**src/rtl/ysyx_23060203_rd_arb.sv**
```systemverilog
// Two-master AXI read-channel arbiter (m0 = IFU, m1 = LSU) sharing one downstream port.
// One outstanding transaction; ownership is held from AR acceptance through the rlast beat.
module ysyx_23060203_rd_arb #(
  parameter logic RR = 1'b1
) (
  input  logic        clock,
  input  logic        reset,

  input  logic        m0_arvalid,
  output logic        m0_arready,
  input  logic [31:0] m0_araddr,
  input  logic [7:0]  m0_arlen,
  input  logic [2:0]  m0_arsize,
  output logic        m0_rvalid,
  input  logic        m0_rready,
  output logic [31:0] m0_rdata,
  output logic [1:0]  m0_rresp,
  output logic        m0_rlast,

  input  logic        m1_arvalid,
  output logic        m1_arready,
  input  logic [31:0] m1_araddr,
  input  logic [7:0]  m1_arlen,
  input  logic [2:0]  m1_arsize,
  output logic        m1_rvalid,
  input  logic        m1_rready,
  output logic [31:0] m1_rdata,
  output logic [1:0]  m1_rresp,
  output logic        m1_rlast,

  output logic        s_arvalid,
  input  logic        s_arready,
  output logic [31:0] s_araddr,
  output logic [7:0]  s_arlen,
  output logic [2:0]  s_arsize,
  input  logic        s_rvalid,
  output logic        s_rready,
  input  logic [31:0] s_rdata,
  input  logic [1:0]  s_rresp,
  input  logic        s_rlast,

  output logic        busy,
  output logic        grant
);

  typedef enum logic [1:0] {
    IDLE = 2'd0,
    ADDR = 2'd1,
    DATA = 2'd2
  } state_t;

  state_t state;
  logic   last_grant;
  logic   arb_grant;
  logic   in_addr;
  logic   in_data;
  logic   sel_arvalid;
  logic   sel_rready;
  logic   ar_fire;
  logic   r_done;

  // Under contention, round-robin hands the port to whoever did not win last time.
  always_comb begin
    arb_grant = 1'b0;
    if (m0_arvalid && m1_arvalid) begin
      arb_grant = RR ? ~last_grant : 1'b1;
    end else begin
      arb_grant = m1_arvalid;
    end
  end

  assign in_addr     = (state == ADDR);
  assign in_data     = (state == DATA);
  assign sel_arvalid = grant ? m1_arvalid : m0_arvalid;
  assign sel_rready  = grant ? m1_rready : m0_rready;
  assign ar_fire     = in_addr && sel_arvalid && s_arready;
  assign r_done      = in_data && s_rvalid && sel_rready && s_rlast;

  always_ff @(posedge clock or posedge reset) begin
    if (reset) begin
      state      <= IDLE;
      grant      <= 1'b0;
      last_grant <= 1'b1;
    end else begin
      case (state)
        IDLE: begin
          if (m0_arvalid || m1_arvalid) begin
            grant      <= arb_grant;
            last_grant <= arb_grant;
            state      <= ADDR;
          end
        end
        ADDR: begin
          if (ar_fire) begin
            state <= DATA;
          end
        end
        DATA: begin
          if (r_done) begin
            state <= IDLE;
          end
        end
        default: begin
          state <= IDLE;
        end
      endcase
    end
  end

  assign busy = (state != IDLE);

  // Address channel: the owner sees the downstream arready, the other master is stalled.
  assign s_arvalid  = in_addr && sel_arvalid;
  assign s_araddr   = grant ? m1_araddr : m0_araddr;
  assign s_arlen    = grant ? m1_arlen : m0_arlen;
  assign s_arsize   = grant ? m1_arsize : m0_arsize;
  assign m0_arready = in_addr && !grant && s_arready;
  assign m1_arready = in_addr && grant && s_arready;

  // Data channel: beats and their payload reach only the owner; termination follows rlast.
  assign s_rready  = in_data && sel_rready;
  assign m0_rvalid = in_data && !grant && s_rvalid;
  assign m1_rvalid = in_data && grant && s_rvalid;
  assign m0_rdata  = (in_data && !grant) ? s_rdata : 32'h0;
  assign m1_rdata  = (in_data && grant) ? s_rdata : 32'h0;
  assign m0_rresp  = (in_data && !grant) ? s_rresp : 2'b00;
  assign m1_rresp  = (in_data && grant) ? s_rresp : 2'b00;
  assign m0_rlast  = in_data && !grant && s_rlast;
  assign m1_rlast  = in_data && grant && s_rlast;

endmodule
```
**config.mk**
```make
export PLATFORM = sky130hd
export DESIGN_NAME = ysyx_23060203_rd_arb
export DESIGN_NICKNAME = d
export VERILOG_FILES = /design/src/rtl/ysyx_23060203_rd_arb.sv
export SDC_FILE = /design/constraint.sdc
export NUM_CORES = 1
export LEC_CHECK = 0
export CAP_MARGIN = 20
export CORE_AREA = 8 8 92 94
export DETAILED_ROUTE_END_ITERATION = 8
export DIE_AREA = 0 0 100 102
export GPL_TIMING_DRIVEN = 0
export PLACE_DENSITY_LB_ADDON = 0.1
export RECOVER_POWER = 100
export SYNTH_ARGS = -nofsm -noshare
export SYNTH_HDL_FRONTEND = slang
export SYNTH_SLANG_ARGS = --single-unit
```
**constraint.sdc**
```tcl
create_clock -name clock -period 3.37 [get_ports clock]
set_input_delay 0.674 -clock clock [delete_from_list [all_inputs] [get_ports clock]]
set_output_delay 0.674 -clock clock [all_outputs]
set_load 0.005 [all_outputs]
```
Word level (Yosys, flattened, before mapping) --
Cells that the tools add are included.
Word-level totals: register bits after elaboration 4, bits of input ports 129, output and inout port bits 121, word-level logic and storage cells 46
Operators by class: equal/unequal tests 5, muxes and demuxes 14, bitwise gates (word level) 1, reductions and logical operators 23
Operator list (number):
- two-way mux 32 bit | 3
- logical AND 1 bit | 17
- two-way mux 2 bit | 5
- two-way mux 8 bit | 1
- one-hot mux 2 bit (3 select lines) | 1
- inequality test 2 x 1 -> 1 bit (second input constant) | 2
- two-way mux 1 bit | 3
- two-way mux 3 bit | 1
- AND reduction 3 bit | 1
- equality test 2 x 1 -> 1 bit (second input constant) | 1
- equality test 2 bit (second input constant) | 1
- logical NOT 2 bit | 1
- inequality test 2 bit (second input constant) | 1
- AND reduction 2 bit | 1
- nonzero test 2 bit | 1
- logical NOT 1 bit | 1
- logical OR 1 bit | 1
- inverter 1 bit | 1

Longest topological paths before layout --
Gate-level depths: netlist of the first run.
word-level depth 6, mapped depth 4

Worst setup path after synthesis of the first run --
Ideal clock, no wire load.
kind register to output, start register grant, end output s_araddr[10], arrival 1134 ps, required time 2696 ps, setup slack 1562 ps, stages on the path, launching flop included 4, path buffers 2, cells stage by stage dfrtp_1 > buf_6 > buf_4 > mux2_2
On the way: cells in the longest elaborated chain, start to end 1
RTL lines:
- from (decl) | RTL line 43 | output logic grant
- from (signal assigned) | RTL line 88 | grant <= arb_grant;
- two-way mux 32 bit | RTL line 114 | assign s_araddr = grant ? m1_araddr : m0_araddr;
- to (decl) | RTL line 33 | output logic [31:0] s_araddr,
No other way between the ends.

Worst setup path in the final report of the first run --
start register grant, end output s_araddr[7]
Same word-level chain as after synthesis.

==> run metrics, run 1 <==
status=finished clean; # DRC=0; Core Area=slightly above 0.007 sq mm; Final Skew=0.005888 ns; hpwl dp=a little under 8 mm; largest net degree at the start of global routing=11; WHS Endpoint=last_grant; Max IR drop VDD=between 0.0002 and 0.0003 V; crit share post-route=0.8932; worst-margin pin slew=0.6244 ns; Final #Nets=~540; Synth top area share=0.3750; clock sink count=4; max cap viols=0; row cnt=31; CP required=between 2 and 3 ns; hold path start=last_grant; die height=around 100 um; Hold Path Depth=2; routed wire length=8.538 mm; fmax=between 0.3 and 0.4 GHz; routed via count=2085; Slew Limit Headroom=0.5822; clk buf depth=2; Post-Syn Instances=154; r2r setup slk=~1.7 ns; Num CTS Buffers=3; full die area=a little over 0.01 sq mm; GPL Wtd Cong=between 0.7 and 0.8; ys flop type=dfrtp_1; design area=between 0.003 and 0.004 sq mm; RSZ-0062 raised after global routing=no; Die W=100 um; Synth area leaders=mux2_2, and2_1, buf_6; setup tns final=0 ns; wire per inst=between 15 and 20 um; DRT Pass-1 Iters=4; Yosys top cell by area=mux2_2; P_leak=around 0.0017 uW; Tot GR Track Use=0.1532; Ports=250; first-pass GRT wire length=12.26 mm; PD cells=363.8 mW/mm^2; Synth Net Count=283; Clk Latency, worst-skew pair=around 0.22 ns; Yosys warnings=0; crit path time final=approximately 3.0 ns; Post-CTS Setup Bufs=0; synth unique cells=20; initial core utilization=0.1872; Buffers on Ports=between 200 and 250; CTS root buf=clkbuf_8; commonest cells in the netlist=and2_1, mux2_2, buf_6; placed standard-cell area=just under 0.004 sq mm; Crit Reg-Reg Endpoint=state[0]; number of global-route vias before repair=2260; CTS H-Tree Depth=1; arrival time worst endpoint=around 2.3 ns; Mapped Area=between 0.001 and 0.0015 sq mm; Post-synth EDFFs=0; post-synthesis sequential area ratio=0.07670; crit-path max FO=10; #FFs+latches synth=4; Startpoint Class=register; Fillers=~700; number of diodes=0; Setup-failing EPs final=0; clock-pin slew on the worst setup and hold paths=0.03 ns; Worst R2R Path Depth=4; syn_area_per_cell=8.580 sq um; top-count cell post-synth=and2_1; Slew Viols, Final=0; worst hold path type=reg -> reg; endpoints failing hold=0; area delta synth->final=198.7%; grt ovf=0; CTS tree=built; Antenna Violating Nets Remaining=0; Crit Reg-Reg Startpoint=grant; vias per cell=4.121; FFs w/ async S/R, synth=1.000; initial antenna violation count=0; CTS resizes=0; Worst Setup End Kind=primary output; layout cell share with drive strength beyond 1=0.1450; WS Path Type=reg -> out; hold_buf cts=0; drt initial violations=28
## cell families (layout without fill, tap and decap cells)
kind of cell	count (synthesis)	count (layout)	share of synthesized area
compound gates	4	4	0.02841
mux	45	45	0.3854
flops	4	4	0.07671
simple gates	87	87	0.4129
buf+inv	14	267	0.09659
## per-layer routing
layer	global-route usage	share of wire	vias to the layer above
met2	0.2868	0.51	150
li1	-	-	1023
met3	0.09128	0.14	9
met4	0.02442	0.013	0
met1	0.1419	0.34	903
met5	0	0	-
## critical path, stage by stage, from the launching register on
cell,delay [ns]
dfrtp_1,0.41
clkbuf_1,0.47
buf_4,0.29
mux2_2,0.34
dlygate4sd3_1,0.60
## metrics by stage
step                      cells  total power [uW]  hold slack [ns]  utilization  setup WS, ns
final                       506              1435           0.5256       0.5590        0.3600
after floorplan             154             689.3           0.4394            -         1.562
after global routing        506              1549           0.5631       0.5590        0.2166
after detailed placement    502              1463           0.5208       0.5578        0.5659
after global placement      502              1464           0.5179       0.5578        0.5681
after CTS                   506              1586           0.5252       0.5642        0.5647
## worst max path at each step
stage / from / end / slack (ns)
after floorplan: grant / s_araddr[10] / 1.56
after global placement: m0_arvalid / s_arvalid / 0.57
after detailed placement: m0_arvalid / s_arvalid / 0.57
after CTS: m0_arvalid / s_arvalid / 0.56
after global routing: state[0] / m0_rdata[17] / 0.22
final: grant / s_araddr[7] / 0.36
## state kept, by name (all words and copies together) (netlist names)
name        cells
last_grant      1
state           2
grant           1
## cell usage in the layout (no fill, tap or decap), types with 4 or more instances in the layout
cell type	instances
and2_0	7
mux2_2	44
nor2_1	4
nor3_1	4
buf_6	8
dlygate4sd3_1	93
and2_1	65
clkdlybuf4s50_1	156
## where the power goes
part           leakage (uW)  internal [uW]  switching (uW)
Sequential        0.0000467           76.4            30.8
Clock             0.0000228           81.0            27.0
Combinational       0.00164            795             425
Total               0.00171            953             483
## layout make-up
cell class	count	area [sq um]	share of cell area
repair buffers	249	2492	0.6316
multi-input cells	136	1066	0.2701
well taps	99	123.9	0.03139
plain buffers	11	106.4	0.02695
flip-flops and latches	4	101.3	0.02568
clock buffers	4	45.04	0.01141
inverters	3	11.26	0.002854
(Power assumes the default switching activity.)
==> run 2: changes to the inputs <==
- PLACE_DENSITY: unset -> 0.78
- PLACE_DENSITY_LB_ADDON: 0.1 -> unset
==> run metrics, run 2 (synthesized netlist as in run 1, its figures left out) <==
status=finished clean; arrival time worst endpoint=2.31 ns (-0.03 ns); number of flip-flops in the largest register=2 (unchanged); Post-CTS Setup Bufs=0 (unchanged); die height=102 um (unchanged); Startpoint Class=register; grt ovf=0 (unchanged); routed wire length=8.879 mm (+4.0%); Tot GR Track Use=0.1629 (+0.009664); Pint=936.6 uW (-1.7%); number of global-route vias before repair=2326 (+2.9%); Clk Latency, worst-skew pair=0.22 ns (about the same); Ports=250 (unchanged); setup tns final=0 ns (unchanged); Gate power share=0.849 (about the same); CTS resizes=0 (unchanged); crit-path max FO=10 (unchanged); PD cells=361.7 mW/mm^2 (-0.55%); Clock Power Share=0.075 (about the same); first-pass GRT wire length=13.15 mm (+7.3%); Core Area=0.007059 sq mm (unchanged); crit path time final=2.985 ns (-0.02479 ns); P_sw=486.4 uW (+0.75%); GPL Wtd Cong=0.7886 (+5.9%); clk buf depth=2 (unchanged); sequential share of power=0.077 (+0.002); Buffers on Ports=249 (unchanged); Setup-failing EPs final=0 (unchanged); CTS H-Tree Depth=1 (unchanged); fmax=0.3350 GHz (+0.83%); clock-pin slew on the worst setup and hold paths=0.03 ns (about the same); WS Path Type=reg -> out; P_leak=0.001595 uW (-6.8%); most common cell after layout, fill and taps aside=clkdlybuf4s50_1; max cap viols=0 (unchanged); Reg with most FFs=state; CP required=2.70 ns (about the same); initial antenna violation count=0 (unchanged); worst-margin pin slew=0.6372 ns (+0.01280 ns); most frequent cells in the layout=clkdlybuf4s50_1, dlygate4sd3_1, and2_1; top flop regs=state x2, grant x1, last_grant x1; endpoints failing hold=0 (unchanged); Setup crit start=grant; largest net degree at the start of global routing=11 (unchanged); drt initial violations=15 (-46%); Num CTS Buffers=3 (unchanged); met1 Use GR=0.1489 (+0.006997); Crit Reg-Reg Startpoint=grant; Global Route met3 Usage=0.08379 (-0.007493); Max IR drop VDD=0.0001799 V (-35%); wire per inst=17.55 um (+4.0%); hpwl dp=8.189 mm (+5.3%); crit share post-route=0.8858 (-0.007355); vias per cell=4.138 (+0.43%); hold_buf cts=0 (unchanged); DRT Pass-1 Iters=4 (unchanged); Final #Nets=537 (unchanged); CTS root buf=clkbuf_8; RSZ-0062 raised after global routing=no; Slew Limit Headroom=0.5736 (-0.008562); CTS tree=built; GR Util met2=0.3191 (+0.03232); area delta synth->final=197.7%; Fillers=674 (-2.2%); routed via count=2094 (+0.43%); Crit Reg-Reg Endpoint=state[0]; Antenna Violating Nets Remaining=0 (unchanged); full die area=0.01020 sq mm (unchanged); Slew Viols, Final=0 (unchanged); Worst Setup End Kind=primary output; initial core utilization=0.1872 (unchanged); Die W=100 um (unchanged); # DRC=0 (unchanged); clock sink count=4 (unchanged); Final Skew=0.006620 ns (+0.0007320 ns); Switching Share=0.3418 (+0.005486); number of diodes=0 (unchanged); r2r setup slk=2.03 ns (+0.30 ns); worst hold path type=reg -> reg; CP Capture Point=s_araddr[4]; layout cell share with drive strength beyond 1=0.1351 (-0.009828); Worst R2R Path Depth=4 (unchanged); placed insts=502 (unchanged); GRT busiest layer=met2; row cnt=31 (unchanged); Finished Layout Cells=506 (unchanged)
-- run 2: worst min-delay path by stage --
stage	start	endpoint	slack, ns	cells after the start
after floorplan	reset	grant	0.44	1
after global placement	last_grant	last_grant	0.51	2
after detailed placement	last_grant	last_grant	0.52	2
after CTS	last_grant	last_grant	0.52	2
after global routing	last_grant	last_grant	0.54	2
final	last_grant	last_grant	0.53	2
-- run 2: cell type report --
class / count / area, sq um / area share
repair buffers: 249 / 2492 / 0.6336
well taps: 99 / 123.9 / 0.03149
plain buffers: 11 / 93.84 / 0.02385
flip-flops and latches: 4 / 101.3 / 0.02576
multi-input cells: 136 / 1066 / 0.2710
clock buffers: 4 / 45.04 / 0.01145
inverters: 3 / 11.26 / 0.002863
-- run 2: power by group through the flow --
stage | sequential [uW] | clock [uW] | combinational, uW
detailed placement | 115 | 0 | 1360
floorplan | 108 | 0 | 581
global route | 114 | 110 | 1300
finish | 109 | 106 | 1210
CTS | 115 | 109 | 1370
global placement | 114 | 0 | 1340
-- run 2: critical path, stage by stage (launching register included) --
cell           delay (ns)
dfrtp_1              0.43
buf_6                0.19
clkbuf_1             0.45
mux2_2               0.41
dlygate4sd3_1        0.61
-- run 2: metal layers --
layer | vias up | share of wire
li1 | 1022 | -
met1 | 916 | 0.33
met2 | 152 | 0.53
met3 | 4 | 0.13
met4 | 0 | 0.0045
met5 | - | 0
-- run 2: through the flow --
stage / instance area [sq um] / setup slack (ns) / power, uW / utilization / hold slack (ns)
floorplan: 1321 / 1.562 / 689.3 / - / 0.4394
global placement: 3938 / 0.6059 / 1457 / 0.5578 / 0.5143
detailed placement: 3938 / 0.5552 / 1475 / 0.5578 / 0.5200
CTS: 3983 / 0.5525 / 1590 / 0.5642 / 0.5240
global route: 3934 / 0.2417 / 1526 / 0.5572 / 0.5372
finish: 3934 / 0.3847 / 1423 / 0.5572 / 0.5296
